--- config.mk ---
export PLATFORM = sky130hd
export DESIGN_NAME = ts_ddr_write_packer
export DESIGN_NICKNAME = d
export VERILOG_FILES = /design/src/rtl/ts_rec_pkg.sv /design/src/rtl/ts_slot_packer.sv /design/src/rtl/ts_ddr_write_packer.sv
export SDC_FILE = /design/constraint.sdc
export NUM_CORES = 1
export LEC_CHECK = 0
export ABC_AREA = 1
export BUFFER_PORTS_ARGS = -buffer_cell sky130_fd_sc_hd__buf_2
export CORE_MARGIN = 2
export CORE_UTILIZATION = 35
export CTS_CLUSTER_DIAMETER = 100
export DETAILED_ROUTE_END_ITERATION = 12
export GPL_ROUTABILITY_DRIVEN = 0
export HOLD_SLACK_MARGIN = 0.03
export SLEW_MARGIN = 0
export SYNTH_ARGS = -nofsm -noshare
export SYNTH_HDL_FRONTEND = slang
export SYNTH_SLANG_ARGS = --single-unit
--- constraint.sdc ---
create_clock -name SYS_CLOCK -period 1.9 [get_ports SYS_CLOCK]
set_clock_uncertainty 0.05 [all_clocks]
set_input_delay 0.19 -clock SYS_CLOCK [delete_from_list [all_inputs] [get_ports SYS_CLOCK]]
set_output_delay 0.19 -clock SYS_CLOCK [all_outputs]
set_load 0.05 [all_outputs]
--- src/rtl/ts_rec_pkg.sv ---
// Shared types and constants for the TS recorder: FSM states, slot
// geometry, DDR word field layout and the word packing helper.
package ts_rec_pkg;

  typedef enum logic [1:0] {
    ST_IDLE    = 2'd0,
    ST_COLLECT = 2'd1,
    ST_WRITE   = 2'd2,
    ST_FINISH  = 2'd3
  } state_e;

  localparam int TS_W   = 10;  // {VALID, SYNC, DATA[7:0]}
  localparam int SLOTS  = 3;
  localparam int CNT_W  = 2;   // holds 0..SLOTS
  localparam int ADDR_W = 24;
  localparam int WORD_W = 32;
  localparam int WCNT_W = 25;  // one more bit than the address, so a full memory fits

  // DDR word layout
  localparam int SLOT0_LSB = 0;
  localparam int SLOT1_LSB = 10;
  localparam int SLOT2_LSB = 20;
  localparam int CNT_LSB   = 30;

  localparam logic [ADDR_W-1:0] DEF_END_ADDR = 24'hFFFFFF;

  // Build a DDR word from the slot registers and the filled-slot count.
  function automatic logic [WORD_W-1:0] pack_word(
    input logic [SLOTS-1:0][TS_W-1:0] slots,
    input logic [CNT_W-1:0]           cnt
  );
    logic [WORD_W-1:0] w;
    w = '0;
    w[SLOT0_LSB +: TS_W]  = slots[0];
    w[SLOT1_LSB +: TS_W]  = slots[1];
    w[SLOT2_LSB +: TS_W]  = slots[2];
    w[CNT_LSB   +: CNT_W] = cnt;
    return w;
  endfunction

endpackage

--- src/rtl/ts_slot_packer.sv ---
// Three-slot accumulator: stores TS entries in arrival order (slot0 first)
// and presents them as one packed DDR word with the filled-slot count.
module ts_slot_packer
  import ts_rec_pkg::*;
(
  input  logic              clk_i,
  input  logic              rst_ni,
  input  logic              load_i,   // store din_i in the next free slot
  input  logic              clear_i,  // empty all slots; wins over load_i
  input  logic [TS_W-1:0]   din_i,
  output logic [CNT_W-1:0]  count_o,
  output logic              full_o,
  output logic [WORD_W-1:0] word_o
);

  logic [SLOTS-1:0][TS_W-1:0] slot_q, slot_d;
  logic [CNT_W-1:0]           cnt_q,  cnt_d;

  // Next-state: clear zeroes unused slots so a partial word carries zeros.
  always_comb begin
    slot_d = slot_q;
    cnt_d  = cnt_q;
    if (clear_i) begin
      slot_d = '0;
      cnt_d  = '0;
    end else if (load_i && !full_o) begin
      slot_d[cnt_q] = din_i;
      cnt_d         = cnt_q + CNT_W'(1);
    end
  end

  // Slot and count registers.
  always_ff @(posedge clk_i or negedge rst_ni) begin
    if (!rst_ni) begin
      slot_q <= '0;
      cnt_q  <= '0;
    end else begin
      slot_q <= slot_d;
      cnt_q  <= cnt_d;
    end
  end

  assign count_o = cnt_q;
  assign full_o  = (cnt_q == CNT_W'(SLOTS));
  assign word_o  = pack_word(slot_q, cnt_q);

endmodule

--- src/rtl/ts_ddr_write_packer.sv ---
// Transport-stream recorder write side: pulls 10-bit entries from the TS
// FIFO, packs three per 32-bit word and writes them sequentially to DDR
// over an Avalon-MM write master, stopping on STOP or at END_ADDR.
module ts_ddr_write_packer
  import ts_rec_pkg::*;
#(
  parameter logic [ADDR_W-1:0] END_ADDR = DEF_END_ADDR
) (
  input  logic              SYS_CLOCK,
  input  logic              SYS_RESET_N,
  input  logic              START,
  input  logic              STOP,
  input  logic              FIFO_EMPTY,
  input  logic [TS_W-1:0]   FIFO_Q,
  output logic              FIFO_RDREQ,
  output logic [ADDR_W-1:0] ddr_write_address,
  output logic              ddr_write_write,
  output logic [WORD_W-1:0] ddr_write_writedata,
  output logic [3:0]        ddr_write_byteenable,
  input  logic              ddr_write_waitrequest,
  output logic              BUSY,
  output logic              DONE,
  output logic              MEM_FULL,
  output logic [WCNT_W-1:0] WORD_COUNT
);

  state_e              state_q, state_d;
  logic                rd_pend_q, rd_pend_d;     // FIFO read issued last cycle
  logic                stop_pend_q, stop_pend_d;
  logic [ADDR_W-1:0]   addr_q, addr_d;
  logic [WCNT_W-1:0]   wcnt_q, wcnt_d;
  logic                full_q, full_d;

  logic                slot_load, slot_clear, slot_full;
  logic [CNT_W-1:0]    slot_cnt;
  logic [WORD_W-1:0]   slot_word;
  logic                rdreq, wr, done;

  ts_slot_packer u_slots (
    .clk_i   (SYS_CLOCK),
    .rst_ni  (SYS_RESET_N),
    .load_i  (slot_load),
    .clear_i (slot_clear),
    .din_i   (FIFO_Q),
    .count_o (slot_cnt),
    .full_o  (slot_full),
    .word_o  (slot_word)
  );

  // FSM next-state and outputs. A read is captured the cycle after
  // FIFO_RDREQ, and no new read is issued in that capture cycle, so at most
  // one read is in flight.
  always_comb begin
    state_d     = state_q;
    rd_pend_d   = 1'b0;
    stop_pend_d = stop_pend_q;
    addr_d      = addr_q;
    wcnt_d      = wcnt_q;
    full_d      = full_q;
    slot_load   = 1'b0;
    slot_clear  = 1'b0;
    rdreq       = 1'b0;
    wr          = 1'b0;
    done        = 1'b0;
    unique case (state_q)
      ST_IDLE: begin
        // STOP alone is ignored; START wins when both arrive together.
        if (START) begin
          addr_d      = '0;
          wcnt_d      = '0;
          full_d      = 1'b0;
          stop_pend_d = 1'b0;
          slot_clear  = 1'b1;
          state_d     = ST_COLLECT;
        end
      end
      ST_COLLECT: begin
        if (STOP) stop_pend_d = 1'b1;
        if (rd_pend_q) begin
          // In-flight read is always captured, even after a stop.
          slot_load = 1'b1;
          if (slot_cnt == CNT_W'(SLOTS-1)) state_d = ST_WRITE;
        end else if (stop_pend_q) begin
          state_d = (slot_cnt != '0) ? ST_WRITE : ST_FINISH;
        end else if (!FIFO_EMPTY && !slot_full) begin
          rdreq     = 1'b1;
          rd_pend_d = 1'b1;
        end
      end
      ST_WRITE: begin
        wr = 1'b1;
        if (STOP) stop_pend_d = 1'b1;
        if (!ddr_write_waitrequest) begin
          slot_clear = 1'b1;
          wcnt_d     = wcnt_q + WCNT_W'(1);
          if (addr_q == END_ADDR) begin
            // Address is left at END_ADDR; it never wraps.
            full_d  = 1'b1;
            state_d = ST_FINISH;
          end else begin
            addr_d  = addr_q + ADDR_W'(1);
            state_d = stop_pend_q ? ST_FINISH : ST_COLLECT;
          end
        end
      end
      ST_FINISH: begin
        done        = 1'b1;
        stop_pend_d = 1'b0;
        state_d     = ST_IDLE;
      end
      default: state_d = ST_IDLE;
    endcase
  end

  // Control and bookkeeping registers.
  always_ff @(posedge SYS_CLOCK or negedge SYS_RESET_N) begin
    if (!SYS_RESET_N) begin
      state_q     <= ST_IDLE;
      rd_pend_q   <= 1'b0;
      stop_pend_q <= 1'b0;
      addr_q      <= '0;
      wcnt_q      <= '0;
      full_q      <= 1'b0;
    end else begin
      state_q     <= state_d;
      rd_pend_q   <= rd_pend_d;
      stop_pend_q <= stop_pend_d;
      addr_q      <= addr_d;
      wcnt_q      <= wcnt_d;
      full_q      <= full_d;
    end
  end

  // Outputs decode from state, so reset clears them without waiting for a clock.
  assign FIFO_RDREQ           = rdreq;
  assign ddr_write_write      = wr;
  assign ddr_write_address    = addr_q;
  assign ddr_write_writedata  = slot_word;
  assign ddr_write_byteenable = 4'hF;
  assign BUSY                 = (state_q != ST_IDLE);
  assign DONE                 = done;
  assign MEM_FULL             = full_q;
  assign WORD_COUNT           = wcnt_q;

endmodule

# Word-level counts from Yosys, hierarchy flattened

Cells that the tools add are included.
Widths: inputs -> output; s select.

Flip-flop bits (word level): 86

Reduce and logical (&&, ||, !) cells: 16
Equal/unequal tests: 13
Mux-type cells: 40
Magnitude comparators: 2
Add/subtract/negate cells: 3

Operators with widths:

| cell                  | count |
|---|---|
| $mux 24               | 3 |
| $mux 30               | 2 |
| $mux 25               | 2 |
| $pmux 25 s2           | 1 |
| $pmux 24 s2           | 1 |
| $bwmux 30             | 1 |
| $add 25x1->25 const B | 1 |
| $add 24x1->24 const B | 1 |
| $eq 24x24->1 const B  | 1 |
| $demux 10 s2          | 1 |
| $mux 2                | 9 |
| $mux 1                | 15 |
| $reduce_and 4->1      | 3 |
| $mux 10               | 1 |
| $eq 2x2->1 const B    | 4 |
| $ne 2x2->1 const B    | 4 |
| $pmux 2 s4            | 1 |
| $reduce_bool 2->1     | 4 |
| $ne 3x3->1 const B    | 2 |
| $pmux 1 s2            | 2 |
| $logic_and 1x1->1     | 3 |
| $lt 2x3->1 const B    | 1 |
| $pmux 1 s3            | 1 |
| $reduce_and 3->1      | 1 |
| other kinds (8)       | 9 |

# Longest topological paths before layout

Gate-level depths: netlist of the first run.

Word-level depth: 7
Depth in mapped cells: 12

# Modules after synthesis

Synthesis of the first run repeated with hierarchy kept, for this count alone.

Cells, all modules: 693
Area total of the unflattened synthesis: 5071.1 um^2

By module, submodules not included:

| module              | cells each | times used | area each (um^2) |
|---|---|---|---|
| ts_ddr_write_packer | 506        | 1          | 3463.3 |
| ts_slot_packer      | 187        | 1          | 1607.8 |

# Least setup slack after synthesis of the first run

No wires, ideal clock.

Path type: register to register
Start point: register u_slots.cnt_q[0] (netlist: u_slots.count_o[0])
End point: register rd_pend_q
Setup time: 0.245 ns
Data required time: 1.605 ns
Path buffers: 0
Arrival time: 2.045 ns
Stages on the path, launching flop included: 3
Clock period less this slack: 2.339 ns
Setup slack: -0.439 ns
Cells stage by stage: dfrtp_1 -> ha_1 -> nor3_1

Word-level cells in the longest chain between the ends: 7

RTL lines:

| element                | RTL line                   | text |
|---|---|---|
| start, declared        | ts_slot_packer.sv:17       | `logic [CNT_W-1:0] cnt_q, cnt_d;` |
| start signal, assigned | ts_slot_packer.sv:39       | `cnt_q <= cnt_d;` |
| $eq 2x2->1             | ts_slot_packer.sv:44       | `assign full_o = (cnt_q == CNT_W'(SLOTS));` |
| $logic_not 1->1        | ts_ddr_write_packer.sv:85  | `end else if (!FIFO_EMPTY && !slot_full) begin` |
| $logic_and 1x1->1      | ts_ddr_write_packer.sv:85  |  |
| $mux 1 (4 in a row)    | --                         |  |
| named net FIFO_RDREQ   | ts_ddr_write_packer.sv:15  | `output logic FIFO_RDREQ,` |
| end signal, assigned   | ts_ddr_write_packer.sv:126 | `rd_pend_q <= rd_pend_d;` |
| end, declared          | ts_ddr_write_packer.sv:28  | `logic rd_pend_q, rd_pend_d;` |

The timed path passes the listed nets, and every way through them passes these cells.
A chain may end at the register's enable or synchronous reset.

# Worst setup path after layout of the first run

Start point: register state_q[1]
End point: output port FIFO_RDREQ

Word-level cells in the longest chain between the ends: 2

RTL lines:

| element                | RTL line                   | text |
|---|---|---|
| start, declared        | ts_ddr_write_packer.sv:27  | `state_e state_q, state_d;` |
| start signal, assigned | ts_ddr_write_packer.sv:125 | `state_q <= state_d;` |
| $eq 2x1->1             | ts_ddr_write_packer.sv:65  | `unique case (state_q)` |
| $mux 1                 | ts_ddr_write_packer.sv:65  |  |
| end, declared          | ts_ddr_write_packer.sv:15  |  |

No other way between the ends.

==> results of run 1 <==
## cell families after synthesis
logic type                 synth area share [%]
other                                    0.0787
buffers and inverters                      8.01
AOI/OAI and AO/OA                          9.67
DFF                                        45.2
adders and majority gates                  2.89
xor gates and xnor gates                   2.57
and+or+nand+nor                            31.6
## path summary, 6_finish.rpt
check | end | slack (ps)
hold reg to reg | MEM_FULL | 450
setup reg to reg | WORD_COUNT[21] | 30
hold / removal | stop_pend_q | 40
min in group asynchronous | ddr_write_address[8] | 350
max in group asynchronous | ddr_write_address[0] | 1020
setup / recovery | FIFO_RDREQ | 20
## state kept, by name, indices dropped and copies added, names as in the netlist
register	flops
u_slots.word_o	30
WORD_COUNT	25
ddr_write_address	24
state_q	2
u_slots.count_o	2
MEM_FULL	1
rd_pend_q	1
stop_pend_q	1
## placed cells by master (no fill, tap or decap), types with 2 or more instances in the layout
cell	netlist	layout
buf_12	0	3
nand3_2	1	3
nand4_1	7	7
inv_6	0	3
dfrtp_1	86	68
nand2_4	1	4
conb_1	1	4
o21ai_0	50	41
a21oi_1	14	13
clkbuf_16	0	9
dfrtp_2	0	18
inv_4	0	3
o21bai_1	2	2
xor2_1	13	13
nand3_1	63	60
inv_1	72	69
buf_2	2	98
nor2_4	2	4
nor2_1	84	81
o22ai_1	10	10
nor2_2	2	3
o21ai_2	1	2
nand2_2	3	4
ha_1	11	8
buf_6	2	2
buf_4	5	27
dlygate4sd3_1	0	2
nand2_1	181	177
clkinv_4	0	2
ha_4	0	3
o21ai_1	0	7
nor3_1	9	8
## report_power, final
group | switching, W | leakage (nW) | internal (W) | total [W]
sequential | 0.000193 | 1.16 | 0.00202 | 0.00222
clock | 0.000780 | 0.154 | 0.00107 | 0.00185
combinational | 0.00205 | 1.70 | 0.000842 | 0.00289
## final cells by class
class / count / area, µm²
Antenna cell: 1 / 2.50
Clock buffer: 10 / 239
Clock inverter: 6 / 73.8
Fill cell: 1364 / 7060
Inverter: 76 / 298
Multi-Input combinational cell: 469 / 2370
Sequential cell: 86 / 2170
Tap cell: 176 / 220
Timing Repair Buffer: 133 / 803
## through the flow
step	setup TNS, ps	instances	power, W	util [%]	cell area, µm²
3_3_place_gp	0	930	0.00494	43.2	5720
2_1_floorplan	-198	647	0.00429	-	4890
4_1_cts	0	949	0.00691	45.9	6070
5_1_grt	-479	956	0.00738	46.7	6180
3_5_place_dp	-132	930	0.00500	43.2	5720
6_report	0	957	0.00696	46.7	6180
## metal layers
| metal | share of wire, % | track usage [%] | up-vias | wire length [µm] |
|---|---|---|---|---|
| met5 | 0 | 0 | - | 0 |
| met4 | 1.3 | 5.31 | 0 | 169 |
| met3 | 5.7 | 4.34 | 13 | 728 |
| met2 | 47 | 28.8 | 126 | 5970 |
| met1 | 46 | 24.7 | 2166 | 5960 |
| li1 | - | - | 2325 | - |
## tightest hold or removal path, delay by kind of cell
| kind | cells | cell delay (ps) |
|---|---|---|
| AOI/OAI and AO/OA | 1 | 50 |
| and+or+nand+nor | 1 | 50 |
| buffers and inverters | 1 | 90 |
## synthesized netlist by cell type, drive strengths merged, types with 2 or more instances
cell type / n / area (µm²)
nand2: 185 / 709
nor2: 88 / 350
dfrtp: 86 / 2150
inv: 74 / 278
nand3: 64 / 325
o21ai: 51 / 259
a21oi: 15 / 86.3
xor2: 13 / 114
ha: 11 / 138
nor3: 10 / 55.1
o22ai: 10 / 62.6
buf: 9 / 70.1
clkbuf: 7 / 26.3
nand4: 7 / 43.8
a21boi: 2 / 15.0
clkinv: 2 / 7.51
o21bai: 2 / 15.0
## repair_timing
action / in CTS / in global routing
pin swaps: 1 / 8
gates resized for setup: 8 / 22
endpoints found under the setup margin: 17 / 58
endpoints found under the hold margin: 87 / 0
setup buffers: 1 / 7
hold buffers: 2 / 0
==> reports/metrics.cfg, run 1 <==
[outcome]
status = completed

[logic_synthesis]
synth_flop_cell = dfrtp_1
synth_edf_count = 0
synth_cells = 644
yosysSeqAreaShare_pct = 45.2
syn_area_mm2 = 0.00476
synth_async_sr_flop_share_pct = 100
ys_warn_count = 0
avgSynthCellArea_um2 = 7.39
ys_ff_latch = 86
synth_cell_types = 37

[final_layout]
area_growth_pct = 29.8
layout.nets = 802
drive_gt1_share_pct = 25.6

[detailed_routing]
drc_errors = 0
routed_wire_length_per_instance_um = 13.4
ant_nets = 0
postRouteWirelength_mm = 12.8
vias_per_cell = 4.84
vias = 4630
firstDrtPassIters = 5
drt_first_iter_violations = 271

[clock_network]
cts-root-buf = clkbuf_16
cts.sinks = 86
clock_latency_ps = 340
cts_tree = done
htreeDepth = 3
numCtsBuffers = 9
cts.clk_slew.worst_paths_ps = 70
cts_buffer_depth = 2

[global_routing]
antenna_found_initial = 1
grt_max_degree = 87
grtUsageTotal_pct = 18.1
overflow = 0
grt_pass1_wl_mm = 21.1
grt_pass1_vias = 4330

[floorplanning]
dieArea_mm2 = 0.0146
dieHeight_um = 121
initial_core_util_pct = 36.0
coreArea_mm2 = 0.0132
die_w_um = 121
fp-row-count = 42
io_pins = 106

[critical_path]
cp_data_arrival_time_ps = 1640
startpoint_type = register
path_depth = 5
critical_path_class = reg2out
critPathCaptureType = primary output
cp_cell_sequence = inv_4, ha_1, nand3_2, nor3_4, buf_6
critPathSlowestCell = dfrtp_2
cp_data_required_time_ps = 1660
cpLargestDelayFamily = flip-flops
startpoint = state_q[1]
rr_worst_depth = 11
r2r_start = state_q[1]
slowest_delay_ps = 460
cp.buffers_inverters = 2
crit_path_max_fanout = 5

[sta]
rsz0062_at_grt = true
finalHoldViolations = 0
setup-violations-final = 0
whs_ps = 35.2
period_share_pct = 98.9
setup_slack_ps = 21.8
fmax_ghz = 0.532
min_period_ps = 1880
slew_violations = 0

[placement]
post-place-ws_ps = -35.5
port_buffers = 101
dp_hpwl_mm = 9.49

[power_and_ir_drop]
p_leak_nw = 3.01
power_density_mw_per_mm2 = 1130
irDropWorstVdd_mv = 0.739

[worst_hold_path]
hold_depth = 3
holdCritStartpoint = STOP
hp-class = in2reg

[flow_run]
maxCapViolations = 0

Power figures use the tool's default switching activity.
==> run 2, diff against run 1 <==
Settings changed: HOLD_SLACK_MARGIN 0.03 to default, PLACE_DENSITY from default to 0.65.
==> run 2 against run 1 <==
  * Total power increased by 0.56%
  * Sequential cell count is the same
  * Hold slack better by 2.9 ps
  * Critical path depth is 4 higher
  * Fmax rose by 3.2%
  * Utilization grew 0.066 points
  * Critical path type is now reg2reg
  * Critical endpoint is now ddr_write_address[21]
  * Combinational power about the same
==> reports/metrics.cfg, run 2 (synthesized netlist as in run 1, its figures left out) <==
[worst_hold_path]
hold_end = stop_pend_q
hold_depth = 3  ; unchanged
holdCritStartpoint = STOP
hp-class = in2reg

[placement]
port_buffers = 101  ; unchanged
place_area_mm2 = 0.00578  ; +1.1%
dp_hpwl_mm = 9.12  ; -4.0%

[final_layout]
largest_reg_flops = 30  ; unchanged
num_antenna_cells = 0  ; -1
final_common_cell = nand2_1
post-route-cell-area_mm2 = 0.00619  ; +0.14%
nFillCells = 1323  ; -3.0%
drive_gt1_share_pct = 25.1  ; -0.54 points
layout.nets = 803  ; +0.12%
most-common-layout-cells = 176 x nand2_1, 99 x buf_2, 83 x nor2_1
area_growth_pct = 30.0
utilization_pct = 46.8  ; +0.066 points

[critical_path]
cp_data_required_time_ps = 2080  ; +420 ps
startpoint_type = register
worstReg2RegEnd = ddr_write_address[21]
crit_path_max_fanout = 29  ; +24
cp_data_arrival_time_ps = 2000  ; +360 ps
reg2reg_slack_ps = 80  ; +50 ps
rr_worst_depth = 9  ; -2
critPathCaptureType = register
critical_path_class = reg2reg
r2r_start = ddr_write_address[1]

[global_routing]
grt_pass1_wl_mm = 20.6  ; -2.4%
antenna_found_initial = 1  ; unchanged
grt_max_degree = 87  ; unchanged
grt_pass1_vias = 4184  ; -3.4%
overflow = 0  ; unchanged
grtUsageTotal_pct = 17.8  ; -0.29 points

[power_and_ir_drop]
irDropWorstVdd_mv = 0.521  ; -30%
p_leak_nw = 3.02  ; +0.23%
power_density_mw_per_mm2 = 1130  ; +0.42%
p_total_w = 0.00700  ; +0.56%

[clock_network]
cts.sinks = 86  ; unchanged
numCtsBuffers = 9  ; unchanged
cts_buffer_depth = 2  ; unchanged
cts-root-buf = clkbuf_16
cts_tree = done
cts.clk_slew.worst_paths_ps = 70  ; about the same
htreeDepth = 3  ; unchanged
clock_latency_ps = 350  ; about the same

[detailed_routing]
routed_wire_length_per_instance_um = 13.2  ; -1.5%
firstDrtPassIters = 4  ; -1
vias_per_cell = 4.74  ; -2.0%
drt_first_iter_violations = 211  ; -22%
drc_errors = 0  ; unchanged
vias = 4536  ; -2.0%
ant_nets = 0  ; unchanged
postRouteWirelength_mm = 12.6  ; -1.5%

[floorplanning]
dieArea_mm2 = 0.0146  ; unchanged
coreArea_mm2 = 0.0132  ; unchanged
fp-row-count = 42  ; unchanged
io_pins = 106  ; unchanged
die_w_um = 121  ; unchanged
initial_core_util_pct = 36.0  ; unchanged
dieHeight_um = 121  ; unchanged

[sta]
fmax_ghz = 0.549  ; +3.2%
whs_ps = 38.1  ; +2.92 ps
slew_violations = 0  ; unchanged
min_period_ps = 1820  ; -57.8 ps
rsz0062_at_grt = true
setup_tns_ps = 0  ; unchanged
period_share_pct = 95.8  ; -3.0 points
finalHoldViolations = 0  ; unchanged
setup-violations-final = 0  ; unchanged

[flow_run]
maxCapViolations = 0  ; unchanged

[outcome]
status = completed

==> run 2: final cells by class <==
type                    count  area (µm²)  area share, %
repair buffers            134         821           13.3
inverters                  76         295           4.77
well taps                 176         220           3.56
clock buffers              10         239           3.86
flip-flops and latches     86        2170           35.1
clock inverters             6        75.1           1.21
multi-input cells         469        2370           38.3
==> run 2: worst max-delay path by stage <==
stage                               startpoint                    end  slack (ps)  cells after the start
after floorplan                     state_q[1]   ddr_write_address[0]         -20                     12
after global placement              state_q[0]     u_slots.word_o[29]          20                      7
after detailed placement            state_q[0]     u_slots.word_o[27]         -50                      7
after CTS                           state_q[1]             FIFO_RDREQ         -30                      5
after global routing                state_q[1]         WORD_COUNT[21]          -6                     11
final                     ddr_write_address[1]  ddr_write_address[21]          80                      9
==> run 2: metal layers <==
layer  vias up  wire length, µm  GRT usage (%)
met3        15              580           3.82
met2        89             5810           27.6
li1       2333                -              -
met4         0              220           7.70
met1      2099             6020           24.1
met5         -                0              0
==> run 2: power by group <==
part	internal (W)	total, W	switching [W]
sequential	0.00202	0.00221	0.000183
clock	0.00108	0.00187	0.000791
combinational	0.000869	0.00292	0.00206
total	0.00397	0.00700	0.00303
==> run 2: critical path: stages, from the launching register on <==
cell and delay (ps):
dfrtp_2 420, ha_4 180, nand2_2 70, nor2_4 190, nand2_4 90, nor2_4 140, nand2_4 100, a21oi_4 180
buf_12 180, o21ai_0 100
==> run 2: what timing repair did <==
item	4_1_cts	5_1_grt
resized for setup	4	17
hold buffers	2	0
pin swaps	0	6
endpoints found under the hold margin	87	0
buffers inserted	0	2
cloned	0	0
setup endpoints to repair	19	52
==> run 2: per-stage QoR <==
stage / worst slack, ps / std cells
after floorplan: -18.7 / 647
after global placement: 24.4 / 937
after detailed placement: -47.6 / 937
after CTS: -25.6 / 955
after global routing: -5.73 / 957
final: 79.6 / 957
==> run 3, diff against run 2 <==
Settings changed: MAX_ROUTING_LAYER from default to met4, PLACE_DENSITY 0.65 to 0.63.
Clock period 1.9 ns to 2.3 ns, I/O delays scaled along.
==> run 3 against run 2 <==
  * Clock-buffer cell count decreased by 1
  * Die area unchanged
  * Sequential share of layout area increased by 1.6 points
  * Critical path type unchanged
  * Highest routed layer unchanged
  * Critical endpoint is now WORD_COUNT[11]
==> reports/metrics.cfg, run 3 (synthesized netlist as in run 1, its figures left out) <==
[final_layout]
final_cells = 937  ; -2.1%
layout.nets = 783  ; -2.5%
most-common-layout-cells = 181 x nand2_1, 100 x buf_2, 86 x dfrtp_1
num_antenna_cells = 0  ; unchanged
nFillCells = 1394  ; +5.4%
final_common_cell = nand2_1
area_growth_pct = 23.2
largest_reg_flops = 30  ; unchanged
drive_gt1_share_pct = 19.4  ; -5.6 points

[critical_path]
startpoint_type = register
cp_data_arrival_time_ps = 2230  ; +230 ps
cp_data_required_time_ps = 2460  ; +380 ps
critPathCaptureType = register
critical_path_class = reg2reg
crit_path_max_fanout = 8  ; -72%

[floorplanning]
initial_core_util_pct = 36.0  ; unchanged
die_w_um = 121  ; unchanged
io_pins = 106  ; unchanged
dieArea_mm2 = 0.0146  ; unchanged
coreArea_mm2 = 0.0132  ; unchanged
fp-row-count = 42  ; unchanged
dieHeight_um = 121  ; unchanged

[clock_network]
htreeDepth = 3  ; unchanged
cts.clk_slew.worst_paths_ps = 70  ; about the same
cts-root-buf = clkbuf_16
cts_buffer_depth = 2  ; unchanged
clock_latency_ps = 340  ; about the same
numCtsBuffers = 9  ; unchanged
cts_tree = done
cts.sinks = 86  ; unchanged
postCtsSetupRepairBufs = 0  ; unchanged

[detailed_routing]
vias = 4513  ; -0.51%
drt_first_iter_violations = 396  ; +88%
vias_per_cell = 4.82  ; +1.6%
drc_errors = 0  ; unchanged
postRouteWirelength_mm = 12.7  ; +0.59%
ant_nets = 0  ; unchanged
routed_wire_length_per_instance_um = 13.6  ; +2.7%
firstDrtPassIters = 5  ; +1

[global_routing]
overflow = 0  ; unchanged
grt_pass1_vias = 4211  ; +0.65%
grt_max_degree = 47  ; -46%
grt_pass1_wl_mm = 21.3  ; +3.5%
grtUsageTotal_pct = 18.8  ; +0.91 points
antenna_found_initial = 0  ; -1

[sta]
fmax_ghz = 0.485  ; -12%
max-slew-margin-rel_pct = 62.3
finalHoldViolations = 0  ; unchanged
setup-violations-final = 0  ; unchanged
min_period_ps = 2060  ; +242 ps
setup_tns_ps = 0  ; unchanged
rsz0062_at_grt = false
period_share_pct = 89.7  ; -6.1 points
tightest_slew_ps = 566
slew_violations = 0  ; unchanged

[outcome]
status = completed

[power_and_ir_drop]
p_total_w = 0.00542  ; -23%
power_density_mw_per_mm2 = 923  ; -18%
irDropWorstVdd_mv = 0.373  ; -28%
p_leak_nw = 2.91  ; -3.6%

[placement]
dp_cells = 919  ; -1.9%
port_buffers = 101  ; unchanged
dp_hpwl_mm = 9.42  ; +3.3%

[worst_hold_path]
hp-class = in2reg

[flow_run]
maxCapViolations = 0  ; unchanged

run 3: cell types whose count changed in the layout (fill, tap and decap cells not counted), sizes merged:
cell	previous run	this run
bufinv	1	0
clkinvlp	2	1
inv	77	81
buf	132	112
clkbuf	10	9
clkinv	2	1
run 3: timing repair:
action | CTS | global route
hold endpoints to repair | 41 | 0
hold buffers | 2 | 0
gates resized for setup | 0 | 8
setup endpoints to repair | 0 | 37
run 3: through the flow:
| stage | worst slack [ps] | utilization [%] | hold slack, ps | cell area (µm²) |
|---|---|---|---|---|
| floorplan | 34.4 | - | -116 | 4780 |
| global placement | 184 | 41.7 | 219 | 5520 |
| detailed placement | 86.1 | 41.7 | 207 | 5520 |
| CTS | 64.8 | 44.0 | 93.0 | 5830 |
| global route | 23.9 | 44.3 | 120 | 5870 |
| finish | 238 | 44.3 | 92.6 | 5870 |
run 3: critical path: stages, from the launching register on:
cell      delay (ps)
dfrtp_1          420
inv_1            140
ha_1             230
inv_1             80
nand2_1           80
nand3_2          170
nor2_2           290
nand2_1          140
o21ai_0          230
a21boi_1         100
run 3: metal layers:
| metal | track usage, % | up-vias | routed length, µm |
|---|---|---|---|
| li1 | - | 2277 | - |
| met1 | 26.2 | 2110 | 6040 |
| met3 | 2.83 | 11 | 528 |
| met5 | - | - | 0 |
| met2 | 28.4 | 115 | 5970 |
| met4 | 5.60 | 0 | 160 |
run 3: report_power, final:
part / leakage, nW / switching (W) / total (W) / internal (W)
clock: 0.144 / 0.000694 / 0.00147 / 0.000771
sequential: 1.19 / 0.000149 / 0.00181 / 0.00166
combinational: 1.58 / 0.00160 / 0.00214 / 0.000542
run 3: path summary, 6_finish.rpt:
| kind | from | end | slack (ps) | cells past startpoint |
|---|---|---|---|---|
| max in group asynchronous | SYS_RESET_N | u_slots.word_o[24] | 1210 | 3 |
| worst max register to register | state_q[1] | WORD_COUNT[11] | 240 | 9 |
| worst min-delay path | STOP | stop_pend_q | 90 | 3 |
| min in group asynchronous | SYS_RESET_N | ddr_write_address[7] | 360 | 2 |
| worst min register to register | u_slots.word_o[4] | u_slots.word_o[4] | 460 | 2 |
| worst max-delay path | state_q[1] | WORD_COUNT[11] | 240 | 9 |
run 3: final cells by class:
class                   instances  area (µm²)  area share (%)
clock inverters                 7        70.1            1.19
flip-flops and latches         86        2150            36.7
multi-input cells             469        2280            38.8
inverters                      76         285            4.86
repair buffers                114         636            10.8
well taps                     176         220            3.75
clock buffers                   9         225            3.84
